[config.mk]
export PLATFORM = sky130hd
export DESIGN_NAME = call_register
export DESIGN_NICKNAME = d
export VERILOG_FILES = /design/src/rtl/call_register.sv
export SDC_FILE = /design/constraint.sdc
export NUM_CORES = 1
export LEC_CHECK = 0
export ABC_CLOCK_PERIOD_IN_PS = 6520
export CORE_MARGIN = 5
export CORE_UTILIZATION = 50
export CTS_BUF_LIST = sky130_fd_sc_hd__clkbuf_2 sky130_fd_sc_hd__clkbuf_4 sky130_fd_sc_hd__clkbuf_8
export DETAILED_ROUTE_END_ITERATION = 8
export PLACE_DENSITY = 0.82
export SLEW_MARGIN = 20
export SYNTH_ARGS = -nofsm -noshare
export SYNTH_HDL_FRONTEND = slang
export SYNTH_SLANG_ARGS = --single-unit
[constraint.sdc]
create_clock -name clk -period 6.52 [get_ports clk]
set_input_delay 1.304 -clock clk [delete_from_list [all_inputs] [get_ports clk]]
set_output_delay 1.304 -clock clk [all_outputs]
set_load 0.005 [all_outputs]
[src/rtl/call_register.sv]
// Elevator call register: edge-detects hall and car buttons, latches calls, clears serviced calls.
// Optional build macro CALL_REGISTER_CAR_CANCEL_EN: a second car-button press cancels that car call.
module call_register #(
    parameter int FLOORS = 7,
    parameter int FW     = 3,
    parameter int CW     = 5
) (
    input  logic                clk,
    input  logic                reset,
    input  logic                enable,
    input  logic [2*FLOORS-1:0] hallPress,
    input  logic [FLOORS:1]     carPress,
    input  logic [FW-1:0]       currentFloor,
    input  logic [1:0]          currentDirection,
    input  logic                doorState,
    input  logic                move,
    output logic [2*FLOORS-1:0] hallCall,
    output logic [FLOORS:1]     carCall,
    output logic                callAbove,
    output logic                callBelow,
    output logic                callHere,
    output logic [CW-1:0]       pendingCount
);

    logic [2*FLOORS-1:0] hall_prev;
    logic [FLOORS:1]     car_prev;
    logic                post_reset;
    logic [2*FLOORS-1:0] hall_rise, hall_clr, hall_next;
    logic [FLOORS:1]     car_rise, car_clr, car_cancel, car_next;
    logic                any_call;
    int                  cur_floor;

    assign cur_floor = int'(currentFloor);

    // History is zero right after reset, so the first cycle out of reset is masked:
    // a button held through reset must not look like a fresh press.
    assign hall_rise = hallPress & ~hall_prev & {(2*FLOORS){~post_reset}};
    assign car_rise  = carPress  & ~car_prev  & {FLOORS{~post_reset}};

    always_comb begin
        // NOTE: every combinational output gets a default first so no latch is inferred.
        hall_clr   = '0;
        car_clr    = '0;
        car_cancel = '0;
        for (int f = 1; f <= FLOORS; f++) begin
            if (f == cur_floor) begin
                if (doorState) begin
                    car_clr[f] = 1'b1;
                    if (currentDirection == 2'b00) begin
                        hall_clr[2*f-2] = 1'b1;
                        hall_clr[2*f-1] = 1'b1;
                    end else begin
                        hall_clr[2*f-2] = currentDirection[0];
                        hall_clr[2*f-1] = currentDirection[1];
                    end
                end else if (!move) begin
                    car_clr[f] = 1'b1;
                end
            end
`ifdef CALL_REGISTER_CAR_CANCEL_EN
            else begin
                car_cancel[f] = car_rise[f] & carCall[f];
            end
`endif
        end
        // Clears are applied last so a same-cycle press never survives service.
        hall_next = (hallCall | hall_rise) & ~hall_clr;
        car_next  = (carCall | car_rise) & ~car_clr & ~car_cancel;
    end

    always_ff @(posedge clk) begin
        // NOTE: sequential state uses non-blocking assignments only.
        if (reset) begin
            hall_prev  <= '0;
            car_prev   <= '0;
            hallCall   <= '0;
            carCall    <= '0;
            post_reset <= 1'b1;
        end else begin
            hall_prev  <= hallPress;
            car_prev   <= carPress;
            post_reset <= 1'b0;
            if (enable) begin
                hallCall <= hall_next;
                carCall  <= car_next;
            end
        end
    end

    always_comb begin
        callAbove    = 1'b0;
        callBelow    = 1'b0;
        callHere     = 1'b0;
        any_call     = 1'b0;
        pendingCount = '0;
        for (int f = 1; f <= FLOORS; f++) begin
            any_call = hallCall[2*f-2] | hallCall[2*f-1] | carCall[f];
            if (f > cur_floor)  callAbove = callAbove | any_call;
            if (f < cur_floor)  callBelow = callBelow | any_call;
            if (f == cur_floor) callHere  = callHere  | any_call;
            pendingCount = pendingCount + CW'(hallCall[2*f-2]) + CW'(hallCall[2*f-1])
                         + CW'(carCall[f]);
        end
    end

endmodule

Word-level counts from Yosys, hierarchy flattened
Cells that the tools add are included.

Register bits after elaboration: 43. Latch bits: 0. Bits in writable memories: 0. Bits in read-only memories: 0. Input port bits: 31. Output and inout bits: 29. Logic and storage cells: 132. Memories: 0.

Add/subtract/negate cells: 20. Multipliers: 0. Div/mod/pow operators: 0. Order comparisons: 14. Equality and inequality tests: 7. Shifts and indexed selects: 0. Mux-type cells: 40. Bitwise gates (word level): 45. Reduce and logical (&&, ||, !) cells: 1.

Operators with widths (number): $add 5x1->5 (16); $and 14x14->14 (3); $or 1x1->1 (32); $mux 1 (31); $not 14->14 (2); $and 7x7->7 (3); $mux 2 (9); $not 7->7 (2); $or 14x14->14 (1); $eq 3x3->1 const A (4); $gt 3x3->1 const A (4); $lt 3x3->1 const A (4); $or 7x7->7 (1); $eq 2x3->1 const A (2); $gt 2x3->1 const A (2); $lt 2x3->1 const A (2); $add 4x1->5 (1); $add 3x1->4 (1); $add 2x1->3 (1); $eq 1x3->1 const A (1); $gt 1x3->1 const A (1); $lt 1x3->1 const A (1); $add 1x1->2 (1); $logic_not 2->1 (1); $not 1->1 (1).

Logic depth before layout (Yosys ltp)
Word-level depth: 20. Gate-level depth with buffers: 13. Mapped depth without buffers: 13.

Worst setup path before layout
No wires, ideal clock.

Path type: reg2out. Start: register hallCall[0]. End: output pendingCount[4]. Data arrival time: 3.804 ns. Data required time: 5.216 ns. Slack: 1.412 ns. Cell stages (with the launch flop): 12. Path buffers: 0. Path through: dfxtp_1 inv_1 fa_1 fa_1 fa_1 fa_1 fa_1 fa_1 inv_1 fa_1 a21o_1 a21o_1.

Word-level cells in the longest chain between the ends: 20.

Ends and longest elaborated chain: start, declared (RTL line 17) `output logic [2*FLOORS-1:0] hallCall,`; start signal, assigned (RTL line 84) `hallCall <= hall_next;`; $add 1x1->2 (RTL line 101) `pendingCount = pendingCount + CW'(hallCall[2*f-2]) + CW'(hallCall[2*f-1])`; $add 2x1->3 (RTL line 102) `+ CW'(carCall[f]);`; $add 3x1->4 (RTL line 101); $add 4x1->5 (RTL line 101); $add 5x1->5 (RTL line 102); $add 5x1->5 (2 in a row) (RTL line 101); $add 5x1->5 (RTL line 102); $add 5x1->5 (2 in a row) (RTL line 101); $add 5x1->5 (RTL line 102); $add 5x1->5 (2 in a row) (RTL line 101); $add 5x1->5 (RTL line 102); $add 5x1->5 (2 in a row) (RTL line 101); $add 5x1->5 (RTL line 102); $add 5x1->5 (2 in a row) (RTL line 101); $add 5x1->5 (RTL line 102); end, declared (RTL line 22) `output logic [CW-1:0] pendingCount`.

Every way passes these cells.

Worst setup path in the final report
Start: register hallCall[0]. End: output pendingCount[3].

The elaborated chain is that of the path after synthesis.

==> impl_metrics.json <==
{
  "synth_cell_types": 32,
  "routed_via_density": 5.45,
  "grt-ovfl-total": 0,
  "maxSlewHeadroom_pct": 50.6,
  "mostFrequentLayoutCells": "59 x clkdlybuf4s50_1, 45 x inv_1, 43 x dfxtp_1",
  "cts_buffer_depth": 2,
  "slew_violations": 0,
  "cpMaxStageDelayCell": "fa_1",
  "setup_ws_ps": 478,
  "tns_ps": 0,
  "arrival_ps": 4740,
  "drc": 0,
  "cp-start-kind": "flop",
  "p_int_uw": 467,
  "placementRows": 24,
  "cap_violations": 0,
  "dpl_cell_area_mm2": 0.00285,
  "status": "complete, no violations",
  "period_needed_ps": 6040,
  "ant_nets": 0,
  "htreeDepth": 2,
  "holdPathStages": 2,
  "ys_ff_latch": 43,
  "clockPowerShare_pct": 26.0,
  "path_cells": "inv_1 -> fa_1 -> fa_1 -> inv_1 -> fa_1 -> fa_1 -> inv_1 -> fa_1 -> inv_1 -> ha_1 -> a21o_1 -> a21oi_1 -> xnor2_1 -> clkdlybuf4s50_1",
  "grt.total_usage_pct": 19.7,
  "period_share_pct": 92.7,
  "dpl.hpwl_mm": 4.43,
  "synth.top_cell.area_share_pct": 38.2,
  "clk_pin_slew_worst_paths_ps": 80,
  "rsz0062_at_grt": "false",
  "initial_core_util_pct": 51.8,
  "p_leak_uw": 0.00121,
  "timing.fmax_mhz": 166,
  "syn_area_mm2": 0.00225,
  "routed_wl_mm": 5.65,
  "vias": 1906,
  "crit_top_cell": "fa_1",
  "worstHoldPathType": "reg2reg",
  "post_drt_wl_per_cell_um": 16.1,
  "grt_pass1_vias": 1942,
  "post_cts_resized": 0,
  "setup_viol": 0,
  "design_area_mm2": 0.00294,
  "crit_fanout": 3,
  "total_power_uw": 653,
  "cts_buffers": 5,
  "yosys_warnings": 0,
  "n_antenna_cell": 0,
  "netlist_instances": 240,
  "share_seq_of_total_power_pct": 43.5,
  "dp_slack_ps": 787,
  "avgSynthCellArea_um2": 9.39,
  "worstSkewPairLatency_ps": 300,
  "die_w_um": 77.2,
  "critPathRequiredTime_ps": 5220,
  "power.density_mw_per_mm2": 222,
  "switching_share_pct": 28.5,
  "syn_nets": 293,
  "cts_sinks": 43,
  "antenna_found_initial": 0,
  "layout_commonest_cell": "clkdlybuf4s50_1",
  "r2r_cells": 3,
  "synth_edf_count": 0,
  "synth_area_leader_cell": "dfxtp_1",
  "cp-end-kind": "output port",
  "fin_nets": 351,
  "tightest_slew_ps": 741,
  "ios": 60,
  "switchingPower_uw": 186,
  "drive_above_1_share_pct": 3.02,
  "yosys-top-cells-area": "dfxtp_1 38%, fa_1 13%, inv_1 7.5%",
  "critical_path.max_stage_delay_ps": 550,
  "cts_setup_buffers": 0,
  "setup.worst_path.class": "reg2out",
  "finClkSkew_ps": 4.27,
  "ir_drop_mv": 0.130,
  "numPortBuffers": 59,
  "first_pass_iters": 4,
  "cts_root_buf": "clkbuf_8",
  "grt_max_degree": 44,
  "finalHoldViolations": 0,
  "synthArstFlopShare_pct": 0,
  "core-area_mm2": 0.00435,
  "cts_hold_buf": 0,
  "place.gp.congestion": 0.885,
  "dieArea_mm2": 0.00595,
  "power.share.combinational_pct": 30.4,
  "synth_flop_cell": "dfxtp_1",
  "tritoncts": "yes",
  "yosysSeqAreaShare_pct": 38.2,
  "grt_pass1_wl_mm": 9.46,
  "syn_to_final_growth_pct": 30.5,
  "die_h_um": 77.2,
  "drt_iter0_drc": 141
}
-- synth_stat cells (6+ instances only) --
| master | count |
|---|---|
| nand3b_1 | 13 |
| nor3_1 | 16 |
| a221oi_1 | 11 |
| nor2_1 | 11 |
| a31oi_1 | 10 |
| nor2b_1 | 22 |
| a21oi_1 | 6 |
| dfxtp_1 | 43 |
| ha_1 | 7 |
| inv_1 | 45 |
| fa_1 | 15 |
-- layout make-up --
| type | instances | area (um2) |
|---|---|---|
| Tap cell | 52 | 65.1 |
| Clock buffer | 6 | 82.6 |
| Sequential cell | 43 | 861 |
| Inverter | 45 | 169 |
| Clock inverter | 1 | 5.00 |
| Timing Repair Buffer | 60 | 598 |
| Multi-Input combinational cell | 143 | 1160 |
| Fill cell | 345 | 1410 |
-- final timing paths --
| kind | startpoint | slack (ps) | end |
|---|---|---|---|
| max | hallCall[0] | 480 | pendingCount[3] |
| min | car_prev[4] | 510 | carCall[4] |
| max reg2reg | post_reset | 4970 | hallCall[1] |
| min reg2reg | car_prev[4] | 510 | carCall[4] |
-- power groups by stage --
stage,clock [uW],combinational [uW],sequential [uW]
after CTS,173,201,284
after floorplan,0,102,288
after global placement,0,192,290
final,170,199,284
after detailed placement,0,199,290
after global routing,182,222,286
-- critical path: cells and delay by family (launching register included) --
| kind | cells | cell delay (ps) |
|---|---|---|
| fa+ha+maj | 6 | 2770 |
| compound gates | 2 | 340 |
| buf+inv | 5 | 850 |
| flops | 1 | 340 |
| xor+xnor | 1 | 140 |
-- layer usage --
layer | vias up | track usage [%] | share of wire, %
met5 | - | 0 | 0
met4 | 0 | 7.39 | 1.8
met3 | 9 | 3.86 | 6.7
met2 | 72 | 32.8 | 49
met1 | 913 | 25.0 | 42
li1 | 912 | - | -
-- state kept, by name, indices dropped and copies added, names as in the netlist --
name,flops
carCall,7
post_reset,1
car_prev,7
hallCall,14
hall_prev,14
-- stage by stage --
| stage | hold WS [ps] | cells | util [%] |
|---|---|---|---|
| 4_1_cts | 513 | 350 | 67.6 |
| 5_1_grt | 551 | 350 | 67.6 |
| 3_5_place_dp | 503 | 343 | 65.5 |
| 3_3_place_gp | 501 | 343 | 65.5 |
| 6_report | 511 | 350 | 67.6 |
| 2_1_floorplan | 484 | 240 | - |
-- cell families (layout without fill, tap and decap cells) --
| group | after synthesis | after routing | synth area share [%] |
|---|---|---|---|
| and+or+nand+nor | 72 | 72 | 18.5 |
| buffers and inverters | 54 | 112 | 10.3 |
| AOI/OAI and AO/OA | 45 | 45 | 13.5 |
| DFF | 43 | 43 | 38.2 |
| adders and majority gates | 22 | 22 | 17.2 |
| xor gates and xnor gates | 2 | 2 | 0.777 |
| muxes | 2 | 2 | 1.44 |
No activity file was read; power rests on OpenSTA's default activity.
==> variant 1 (same settings) <==
The option `CALL_REGISTER_CAR_CANCEL_EN` is turned on by a define.
--- a/src/rtl/call_register.sv
+++ b/src/rtl/call_register.sv
@@ -1,5 +1,7 @@
 // Elevator call register: edge-detects hall and car buttons, latches calls, clears serviced calls.
 // Optional build macro CALL_REGISTER_CAR_CANCEL_EN: a second car-button press cancels that car call.
+`define CALL_REGISTER_CAR_CANCEL_EN
+
 module call_register #(
     parameter int FLOORS = 7,
     parameter int FW     = 3,
Function: changed (Yosys sat finds a counterexample within 10 cycles, from zero or initial values and one cycle with reset high).
==> variant 1 against the unedited design <==
Total power grew 3.1%. Setup slack better by 66 ps. Sequential cell count is the same. Critical path depth shrank 2. Core utilization is 0.95 points lower. Routed wire length rose by 1.8%. Cell area increased by 7.7%. Non-clock buffer count unchanged. Highest routed layer unchanged. Die area up 7.8%. Via count is 5.7% higher. Critical path type unchanged. Synthesized cell count up 7.9%. Clock skew rose by 1.9 ps. Hold slack improved by 7.7 ps. Area after synthesis increased by 9.0%.
==> variant 1: results (changes against the unedited design) <==
[timing]
fin_skew_ps=6.169  ; +1.896 ps
worst_slew_pin_slew_ps=813.9  ; +73.29 ps

[route]
drc=0  ; unchanged
wire_per_inst_um=15.02  ; -6.9%
drtIter0Drc=145  ; +2.8%
dr.pass1.iters=4  ; unchanged
via_per_inst=5.261  ; -3.4%

[synth]
synth_xor_xnor_area_share=0.007128  ; -0.0006408
async_flop_share=0  ; unchanged
synth_mux_area_frac=0.01629  ; +0.001865
yosysWarnings=0  ; unchanged
synth_compound_area_frac=0.1553  ; +0.01989
synth_cell_type_count=45  ; +41%
yosys.area_share.adder=0.1578  ; -0.01419
yosys-top-cells-area=dfxtp_1, fa_1, inv_1
synth_commonest_cells=dfxtp_1, inv_1, nor2b_1, fa_1, a21oi_1
synth_fp_nets=312  ; +6.5%
yosysSeqAreaShare=0.3503  ; -0.03149

[cts]
clk_latency_ps=300  ; about the same
cts_root_buf=clkbuf_8
cts_max_level=2  ; unchanged
numCtsBuffers=5  ; unchanged
cts_buffer_depth=2  ; unchanged
clk_pin_slew_ps=80  ; about the same
cts_resized=0  ; unchanged
cts_setup_buffers=0  ; unchanged

[grt]
grt_first_pass_wirelength_mm=9.749  ; +3.1%
grt_pass1_vias=2046  ; +5.4%
grt_usage=0.1984  ; +0.001513
grt_max_degree=44  ; unchanged
grt_antenna_before_repair=0  ; unchanged

[status]
outcome=complete, no violations

[finish]
drive_gt1_frac=0.06329  ; +0.03309
reg.largest.list=hallCall (14), hall_prev (14)
final_nets=368  ; +4.8%
diodes=0  ; unchanged

[critical_path]
crit_arrival_ps=4670  ; -70 ps
cp_slowest_cell=fa_1
critPathMaxFanout=4  ; +1
path_delay_family=adder cells
critPathMaxStageDelay_ps=550  ; about the same

[worst_hold_path]
hp-class=reg2reg

[pwr]
ir_drop_uv=139.6  ; +7.0%
p_int_mw=0.4806  ; +3.0%
p_clk_frac=0.281  ; +0.021
p_leak_nw=1.271  ; +5.2%

[placed_design]
numPortBuffers=59  ; unchanged
dpl.hpwl_mm=4.544  ; +2.7%
globalplace.congestion=0.9107  ; +2.9%

## variant 1: cell types whose count changed in the layout (fill, tap and decap cells not counted), sizes merged, moves of 3 or more
cell    delta
a21oi      +8
nor3b      +7
nor2       -3
a211oi     +5
a221oi     -3
a31oi      -4
mux2i      +3
nand3b     -3
nand2      +8
inv        -5
nor3       -5
## variant 1: metal layers
metal,vias up,wire length [um],track usage
li1,988,-,-
met3,9,451,0.05717
met4,0,80,0.06081
met1,958,2538,0.2426
met2,60,2683,0.3361
met5,-,0,0
## variant 1: cell type report
class                      count  area (sq um)
fill                         398          1588
multi-input combinational    165          1370
sequential                    43         860.8
timing repair buffer          60         598.1
inverter                      40         150.1
clock buffer                   7         96.34
tap                           67         83.83
clock inverter                 1         7.507
## variant 1: power groups by stage
stage | Sequential [mW] | Clock, mW | Combinational [mW]
after floorplan | 0.289 | 0 | 0.112
after global placement | 0.292 | 0 | 0.195
after detailed placement | 0.292 | 0 | 0.200
after CTS | 0.286 | 0.193 | 0.200
after global routing | 0.288 | 0.207 | 0.222
final | 0.286 | 0.189 | 0.198
## variant 1: tightest hold or removal path, cell delays in order, from the launching register on
cell and delay (ps):
dfxtp_1 310, nand3b_1 90, a221oi_1 70
## variant 1: final timing paths
check | from | end | slack, ps | depth (start not counted)
max | hallCall[5]$_SDFFE_PP0P_ | pendingCount[4] | 540 | 12
min reg2reg | hall_prev[1]$_SDFF_PP0_ | hallCall[1]$_SDFFE_PP0P_ | 520 | 2
max reg2reg | post_reset$_DFF_P_ | hallCall[6]$_SDFFE_PP0P_ | 5230 | 3
min | hall_prev[1]$_SDFF_PP0_ | hallCall[1]$_SDFFE_PP0P_ | 520 | 2
## variant 1: logic make-up (layout without fill, tap and decap cells)
| logic type | count (synthesis) | count (layout) |
|---|---|---|
| multiplexers | 4 | 4 |
| adder cells (fa/ha/maj) | 22 | 22 |
| buffers and inverters | 51 | 108 |
| AND/OR/NAND/NOR | 81 | 81 |
| AO/OA/AOI/OAI | 56 | 56 |
| flip-flops | 43 | 43 |
| XOR/XNOR | 2 | 2 |
## variant 1: stage by stage
stage / hold WS, ps / worst slack (ps) / util / area [sq um] / cells
after floorplan: 483.7 / 1411 / - / 2457 / 259
after global placement: 498.3 / 932.1 / 0.6442 / 3063 / 375
after detailed placement: 510.1 / 851.1 / 0.6442 / 3063 / 375
after CTS: 520.7 / 519.3 / 0.6661 / 3167 / 383
after global routing: 545.5 / 330.0 / 0.6661 / 3167 / 383
final: 518.7 / 544.0 / 0.6661 / 3167 / 383
==> variant 2 (same settings) <==
Made on the original files. Reset style: asynchronous (`reset`), changed in one clocked block.
--- a/src/rtl/call_register.sv
+++ b/src/rtl/call_register.sv
@@ -68,7 +68,7 @@
         car_next  = (carCall | car_rise) & ~car_clr & ~car_cancel;
     end
 
-    always_ff @(posedge clk) begin
+    always_ff @(posedge clk or posedge reset) begin
         // NOTE: sequential state uses non-blocking assignments only.
         if (reset) begin
             hall_prev  <= '0;
Behaviour: differs if reset is asserted again (counterexample within 4 cycles, from zero or initial values and one cycle with reset high); with reset held inactive, the same outputs for 4 cycles.
==> variant 2 against the unedited design <==
Sequential cell count stayed put. Routed wire length decreased by 4.4%. Area after synthesis is 2.1% higher. First-iteration DRC count fell by 43%. Hold slack improved by 44 ps. Cell area is 3.1% higher. Setup slack gained 45 ps. Synthesized cell count shrank 7.5%. Die area rose by 1.8%.
Power is not compared: it rests on default switching activity, and its combinational part moved more than twofold at a synthesized area within 25%.
==> variant 2: results (changes against the unedited design) <==
[synth]
yosys-top-cells-area=dfrtp_1, fa_1, inv_1
synth_fp_nets=275  ; -6.1%
synth_commonest_cells=inv_1, dfrtp_1, a31oi_1, a21oi_1, fa_1
synth_flop_cell=dfrtp_1
yosysWarnings=0  ; unchanged
async_flop_share=1.000  ; +1.000
yosysSeqAreaShare=0.4679  ; +0.08614

[cts]
numCtsBuffers=5  ; unchanged
cts_resized=0  ; unchanged
clk_pin_slew_ps=80  ; about the same
cts_max_level=2  ; unchanged

[placed_design]
dpl.hpwl_mm=4.184  ; -5.5%
postPlaceCellArea_sq_mm=0.002944  ; +3.2%
dpl_worst_slack_ps=833.2  ; +46.00 ps
globalplace.congestion=0.9089  ; +2.7%

[critical_path]
critPathMaxStageDelay_ps=570  ; +20 ps
cp_slowest_cell=fa_1
crit_arrival_ps=4690  ; -50 ps
path_delay_family=adder cells
critPathMaxFanout=5  ; +2

[grt]
grt_first_pass_wirelength_mm=9.114  ; -3.6%
grt_usage=0.1903  ; -0.006552
grt_antenna_before_repair=0  ; unchanged

[route]
vias=1857  ; -2.6%
drtIter0Drc=81  ; -43%
dr.pass1.iters=4  ; unchanged
wire_per_inst_um=16.02  ; -0.76%

[job]
drv_cap=0  ; unchanged

[finish]
fillers=364  ; +5.5%
final_nets=337  ; -4.0%
diodes=0  ; unchanged
drive_gt1_frac=0.04912  ; +0.01892
reg.largest.list=hallCall (14), hall_prev (14)

[timing]
worst_slew_pin_slew_ps=806.4  ; +65.77 ps
fin_skew_ps=10.41  ; +6.140 ps

[status]
outcome=complete, no violations

[pwr]
p_leak_nw=1.422

[variant 2: changes by cell type in the layout (fill, tap and decap cells not counted), moves of 10 or more]
| cell | before | now |
|---|---|---|
| a31oi_1 | 10 | 31 |
| nor2b_1 | 22 | 5 |
| dfrtp_1 | 0 | 42 |
| inv_1 | 45 | 58 |
| nand3b_1 | 13 | 0 |
| a21oi_1 | 6 | 16 |
| a221oi_1 | 11 | 0 |
| dfxtp_1 | 43 | 0 |
[variant 2: final cells by class]
| type | instances | share of cell area |
|---|---|---|
| Multi-Input combinational cell | 115 | 0.3226 |
| Sequential cell | 43 | 0.3552 |
| Tap cell | 52 | 0.02145 |
| Timing Repair Buffer | 61 | 0.1997 |
| Inverter | 58 | 0.07178 |
| Clock inverter | 3 | 0.006601 |
| Clock buffer | 5 | 0.02269 |
[variant 2: through the flow]
stage	utilization	std cells
after floorplan	-	222
after global placement	0.6670	329
after detailed placement	0.6670	329
after CTS	0.6871	337
after global routing	0.6871	337
final	0.6871	337
[variant 2: metal layers]
layer | GRT usage | routed length, um | vias to the layer above
li1 | - | - | 861
met1 | 0.2430 | 2250 | 904
met2 | 0.3180 | 2640 | 84
met3 | 0.05208 | 442 | 8
met4 | 0.05155 | 64 | 0
met5 | 0 | 0 | -
[variant 2: power groups by stage]
stage | logic (mW) | clock network (mW) | registers (mW)
5_1_grt | 1.55 | 0.185 | 0.348
4_1_cts | 1.38 | 0.169 | 0.342
2_1_floorplan | 0.746 | 0 | 0.337
3_5_place_dp | 1.37 | 0 | 0.347
3_3_place_gp | 1.33 | 0 | 0.346
6_report | 1.34 | 0.166 | 0.342
[variant 2: final timing paths]
check / start / end / slack, ps / depth (start not counted)
setup / recovery: hallCall[11]$_DFFE_PP0P_ / pendingCount[4] / 520 / 12
hold / removal: hall_prev[6]$_DFF_PP0_ / hallCall[6]$_DFFE_PP0P_ / 560 / 3
setup reg to reg: post_reset$_DFF_PP1_ / hallCall[5]$_DFFE_PP0P_ / 5060 / 4
hold reg to reg: hall_prev[6]$_DFF_PP0_ / hallCall[6]$_DFFE_PP0P_ / 560 / 3
max in group asynchronous: reset / hall_prev[4]$_DFF_PP0_ / 4710 / 3
min in group asynchronous: reset / car_prev[2]$_DFF_PP0_ / 1430 / 3
[variant 2: kinds of logic (layout without fill, tap and decap cells)]
kind of cell	Yosys count	after routing	share of synthesized area
buf+inv	64	127	0.1071
simple gates	26	26	0.06250
other cells	1	1	0.001629
mux	1	1	0.004348
xor+xnor	2	2	0.007610
flops	43	43	0.4679
compound gates	63	63	0.1804
fa+ha+maj	22	22	0.1685
[variant 2: tightest hold or removal path, cell delays in order, from the launching register on]
cell,delay (ps)
dfrtp_1,320
inv_1,30
a31oi_1,120
a21oi_1,50
